**src/rtl/pcre_chain_engine.sv**
```systemverilog
// One-hot/multi-hot NFA for a linear PCRE chain with optional `+` stages and anchoring.
// Optional per-packet completion counter enabled by defining PCRE_CHAIN_MATCH_COUNT_EN.
module pcre_chain_engine #(
    parameter int                  N_STATES  = 11,
    parameter logic [N_STATES-1:0] LOOP_MASK = 11'b00000100000,
    parameter bit                  ANCHORED  = 1'b0,
    parameter int                  OFFSET_W  = 16,
    parameter int                  CNT_W     = 8
) (
    input  logic                clk,
    input  logic                rst_n,
    input  logic                sod,
    input  logic                en,
    input  logic [N_STATES-1:0] char_hit,
    output logic [N_STATES-1:0] state,
    output logic                match,
    output logic                match_pulse,
    output logic [OFFSET_W-1:0] match_offset,
    output logic [OFFSET_W-1:0] byte_cnt
`ifdef PCRE_CHAIN_MATCH_COUNT_EN
    ,
    output logic [CNT_W-1:0]    match_cnt
`endif
);

    if (N_STATES < 2 || N_STATES > 64) begin : g_bad_n_states
        $error("pcre_chain_engine: N_STATES must be in 2..64");
    end
    if (CNT_W < 1 || OFFSET_W < 1) begin : g_bad_width
        $error("pcre_chain_engine: CNT_W and OFFSET_W must be at least 1");
    end

    localparam logic [OFFSET_W-1:0] OFFSET_ONE = {{(OFFSET_W-1){1'b0}}, 1'b1};

    // Byte handshake: en is a valid-only strobe with no back-pressure; every edge
    // with en=1 consumes exactly one byte, whose class hits are on char_hit.
    logic [N_STATES-1:0] cur;
    logic [N_STATES-1:0] nxt;
    logic [OFFSET_W-1:0] idx;
    logic [OFFSET_W-1:0] idx_inc;
    logic                pred0;
    logic                complete;
    logic                match_eff;
    logic                first_hit;

    // sod clears the packet before the same-edge byte is evaluated.
    always_comb begin
        cur       = sod ? '0 : state;
        idx       = sod ? '0 : byte_cnt;
        idx_inc   = (&idx) ? idx : idx + OFFSET_ONE;
        pred0     = ANCHORED ? (idx == '0) : 1'b1;
        nxt       = '0;
        nxt[0]    = char_hit[0] & (pred0 | (LOOP_MASK[0] & cur[0]));
        for (int i = 1; i < N_STATES; i++) begin
            nxt[i] = char_hit[i] & (cur[i-1] | (LOOP_MASK[i] & cur[i]));
        end
        complete  = en & nxt[N_STATES-1];
        match_eff = sod ? 1'b0 : match;
        first_hit = complete & ~match_eff;
    end

    always_ff @(posedge clk or negedge rst_n) begin
        if (!rst_n) begin
            state        <= '0;
            match        <= 1'b0;
            match_pulse  <= 1'b0;
            match_offset <= '0;
            byte_cnt     <= '0;
        end else begin
            match_pulse <= first_hit;
            match       <= match_eff | complete;
            if (en) begin
                state    <= nxt;
                byte_cnt <= idx_inc;
            end else begin
                state    <= cur;
                byte_cnt <= idx;
            end
            if (first_hit) begin
                match_offset <= idx;
            end else if (sod) begin
                match_offset <= '0;
            end
        end
    end

`ifdef PCRE_CHAIN_MATCH_COUNT_EN
    logic [CNT_W-1:0] cnt_eff;

    always_comb begin
        cnt_eff = sod ? '0 : match_cnt;
    end

    // Saturates so a long packet of repeated matches never wraps back to a small count.
    always_ff @(posedge clk or negedge rst_n) begin
        if (!rst_n) begin
            match_cnt <= '0;
        end else if (complete && !(&cnt_eff)) begin
            match_cnt <= cnt_eff + {{(CNT_W-1){1'b0}}, 1'b1};
        end else begin
            match_cnt <= cnt_eff;
        end
    end
`endif

endmodule
```
**config.mk**
```make
export PLATFORM = sky130hd
export DESIGN_NAME = pcre_chain_engine
export DESIGN_NICKNAME = d
export VERILOG_FILES = /design/src/rtl/pcre_chain_engine.sv
export SDC_FILE = /design/constraint.sdc
export NUM_CORES = 1
export LEC_CHECK = 0
export CORE_UTILIZATION = 43
export DETAILED_ROUTE_END_ITERATION = 10
export PLACE_DENSITY_LB_ADDON = 0.05
export SLEW_MARGIN = 10
export SYNTH_ARGS = -nofsm -noshare
export SYNTH_HDL_FRONTEND = slang
export SYNTH_SLANG_ARGS = --single-unit
```
**constraint.sdc**
```tcl
create_clock -name clk -period 2 [get_ports clk]
set_clock_uncertainty 0.15 [all_clocks]
set_input_delay 0.4 -clock clk [delete_from_list [all_inputs] [get_ports clk]]
set_output_delay 0.4 -clock clk [all_outputs]
set_load 0.01 [all_outputs]
```
==> impl_metrics.yaml <==
yosys:
  ys.warnings.count: 0
  synth_top_family_by_area: "simple AND/OR/NAND/NOR gates"
  netlist.area_leader.share_pct: 52.4
  synthSimpleGateAreaFrac_pct: 27.3
  yosysTopAreaCell: "dfrtp_1"
  netlist_area_sq_um: 2150
  ys.flop_type: "dfrtp_1"
  synth_compound_area_share_pct: 9.27
  synthTopCellsByCount: "dfrtp_1 (45), nand2_1 (39), a21oi_1 (29)"
  async_flop_share_pct: 100
  ys_seq_elements: 45
  synth-adder-area-share_pct: 0.583
  ys_top_cells_by_area: "dfrtp_1 (52%), nand2_1 (6.8%), a21oi_1 (6.8%)"
  synthXorXnorAreaFrac_pct: 4.49
  synth_most_common_cell: "dfrtp_1"
  synth_area_per_cell_sq_um: 9.76
  synth_edf_count: 0
  ys_seq_area_share_pct: 52.4
  ys_types: 36
  synth_nets: 236
  syn-instance-count: 220
  synthMuxAreaShare_pct: 1.46
sta:
  fin_crit_sh_pct: 95.7
  slew_violations: 0
  finalHoldViolCount: 0
  max_slew_margin_pct: 71.0
  rsz0062_at_grt: "no"
  layout_min_cycle_time_ps: 1910
  setup-tns-final_ps: 0
  final-setup-viol-count: 0
  worstMarginPinSlew_ps: 435
  max_freq_mhz: 522
worst_setup_path:
  cp_num_buf_inv: 1
  crit_arrival_ps: 1950
  cp.required_ps: 2030
  slowest_stage: "clkdlybuf4s50_1"
  critPathMaxStageDelay_ps: 570
  cp_cell_sequence: "clkdlybuf4s50_1 -> and2_1 -> nand4_1 -> a311oi_1 -> xnor2_1 -> nor2_1"
  end_kind: "flip-flop"
  crit_path_max_fanout: 5
  critical-path-top-delay-family: "buffers and inverters"
  critPathKind: "input pin to flip-flop"
  critPathLaunchType: "input pin"
detailed_routing:
  drtPass1Iterations: 4
  drc: 0
  wl_per_cell_um: 14.0
  vias: 1893
  drtIter0Drc: 124
  viasPerCell: 5.08
  ant_nets: 0
  wl_um: 5210
global_routing:
  grtUsageTotal_pct: 21.4
  grt_pass1_vias: 1703
  antenna_found_initial: 0
  grt_overflow: 0
  grt_max_degree: 28
  grt_pass1_wl_um: 8580
cts:
  cts.sinks: 45
  tritoncts: "done"
  clk_latency_ps: 300
  numCtsBuffers: 5
  root_buffer: "clkbuf_8"
  clock_path_buffers: 2
  ctsHtreeMaxLevel: 2
  cts.clk_slew.worst_paths_ps: 80
floorplanning:
  io_pins: 60
  initial_utilization_pct: 45.2
  die_w_um: 72.7
  core_area_sq_um: 4750
  fp.dieH_um: 72.7
  dieArea_sq_um: 5280
  rows: 25
run_status:
  outcome: "complete, no violations"
power_and_ir_drop:
  power_density_nw_per_um2: 529
  ir_drop_mv: 0.313
  power_leakage_nw: 1.27
  power.total_mw: 1.63
final_layout:
  drive_above_1_share_pct: 18.0
  syn_to_final_growth_pct: 43.9
  n_antenna_cell: 0
  nNetsFinal: 321
worst_hold_path:
  hp-class: "input pin to flip-flop"
placement:
  dp_hpwl_um: 3750
  gp_congestion: 0.850
  port_buffers: 59
flow_run:
  max_cap_viol_count: 0
[flip-flops by register name, indices dropped and copies added (netlist names)]
| signal | cells |
|---|---|
| match | 1 |
| match_offset | 16 |
| match_pulse | 1 |
| byte_cnt | 16 |
| state | 11 |
[worst paths after layout]
path	from	endpoint	cells past startpoint	slack, ps
worst max-delay path	en	byte_cnt[9]$_DFF_PN0_	6	90
worst min-delay path	sod	byte_cnt[4]$_DFF_PN0_	3	370
worst max register to register	byte_cnt[0]$_DFF_PN0_	byte_cnt[9]$_DFF_PN0_	7	130
worst min register to register	match_offset[10]$_DFFE_PN0P_	match_offset[10]$_DFFE_PN0P_	2	370
max in group asynchronous	rst_n	byte_cnt[1]$_DFF_PN0_	3	790
min in group asynchronous	rst_n	match_offset[2]$_DFFE_PN0P_	2	430
[stage by stage]
step	worst slack [ps]	utilization [%]	std cells	hold WS (ps)	area, sq um
CTS	83.8	64.9	373	373	3080
global route	30.6	65.0	373	383	3090
detailed placement	-149	62.9	364	215	2990
finish	85.6	65.0	373	374	3090
global placement	-133	62.9	364	222	2990
floorplan	5.88	-	220	-45.6	2150
[where the power goes]
group          internal [mW]  switching [mW]  total, mW
Combinational         0.0777          0.0804      0.158
Clock                  0.248           0.306      0.553
Sequential             0.918         0.00468      0.923
[worst min-delay path, stage by stage]
cell    delay [ps]
buf_2          200
buf_4          150
nor2_1          40
[kinds of logic after synthesis]
| kind of cell | count (synthesis) |
|---|---|
| simple gates | 105 |
| flops | 45 |
| compound gates | 36 |
| buf+inv | 19 |
| xor+xnor | 11 |
| mux | 3 |
| fa+ha+maj | 1 |
[metal layers]
| metal | vias up | GRT usage, % | wire [um] |
|---|---|---|---|
| li1 | 913 | - | - |
| met1 | 924 | 30.4 | 2530 |
| met2 | 49 | 32.8 | 2390 |
| met3 | 7 | 3.31 | 227 |
| met4 | 0 | 8.93 | 63 |
| met5 | - | 0 | 0 |
[area by class of cell]
class                   count  area (sq um)
clock buffers               7          76.3
repair buffers             91           836
well taps                  67          83.8
inverters                   6          22.5
flip-flops and latches     45          1130
clock inverters             1          7.51
multi-input cells         156           938
fillers                   430          1660
[repair_timing]
action,CTS,global route
buffers inserted,0,0
hold buffers,1,0
endpoints found under the hold margin,18,0
gates resized for setup,0,1
endpoints found under the setup margin,0,1
[layout by cell type (no fill, tap or decap), types with 5 or more instances in the layout]
cell type        instances
nand2b_1                10
xnor2_1                 11
dfrtp_1                 45
buf_4                   30
nand3_1                 13
a21oi_1                 29
nor2b_1                  8
nand4_1                  6
nor2_1                   8
clkdlybuf4s50_1         57
clkbuf_8                 5
nand2_1                 38
No activity file was read; power rests on OpenSTA's default activity.
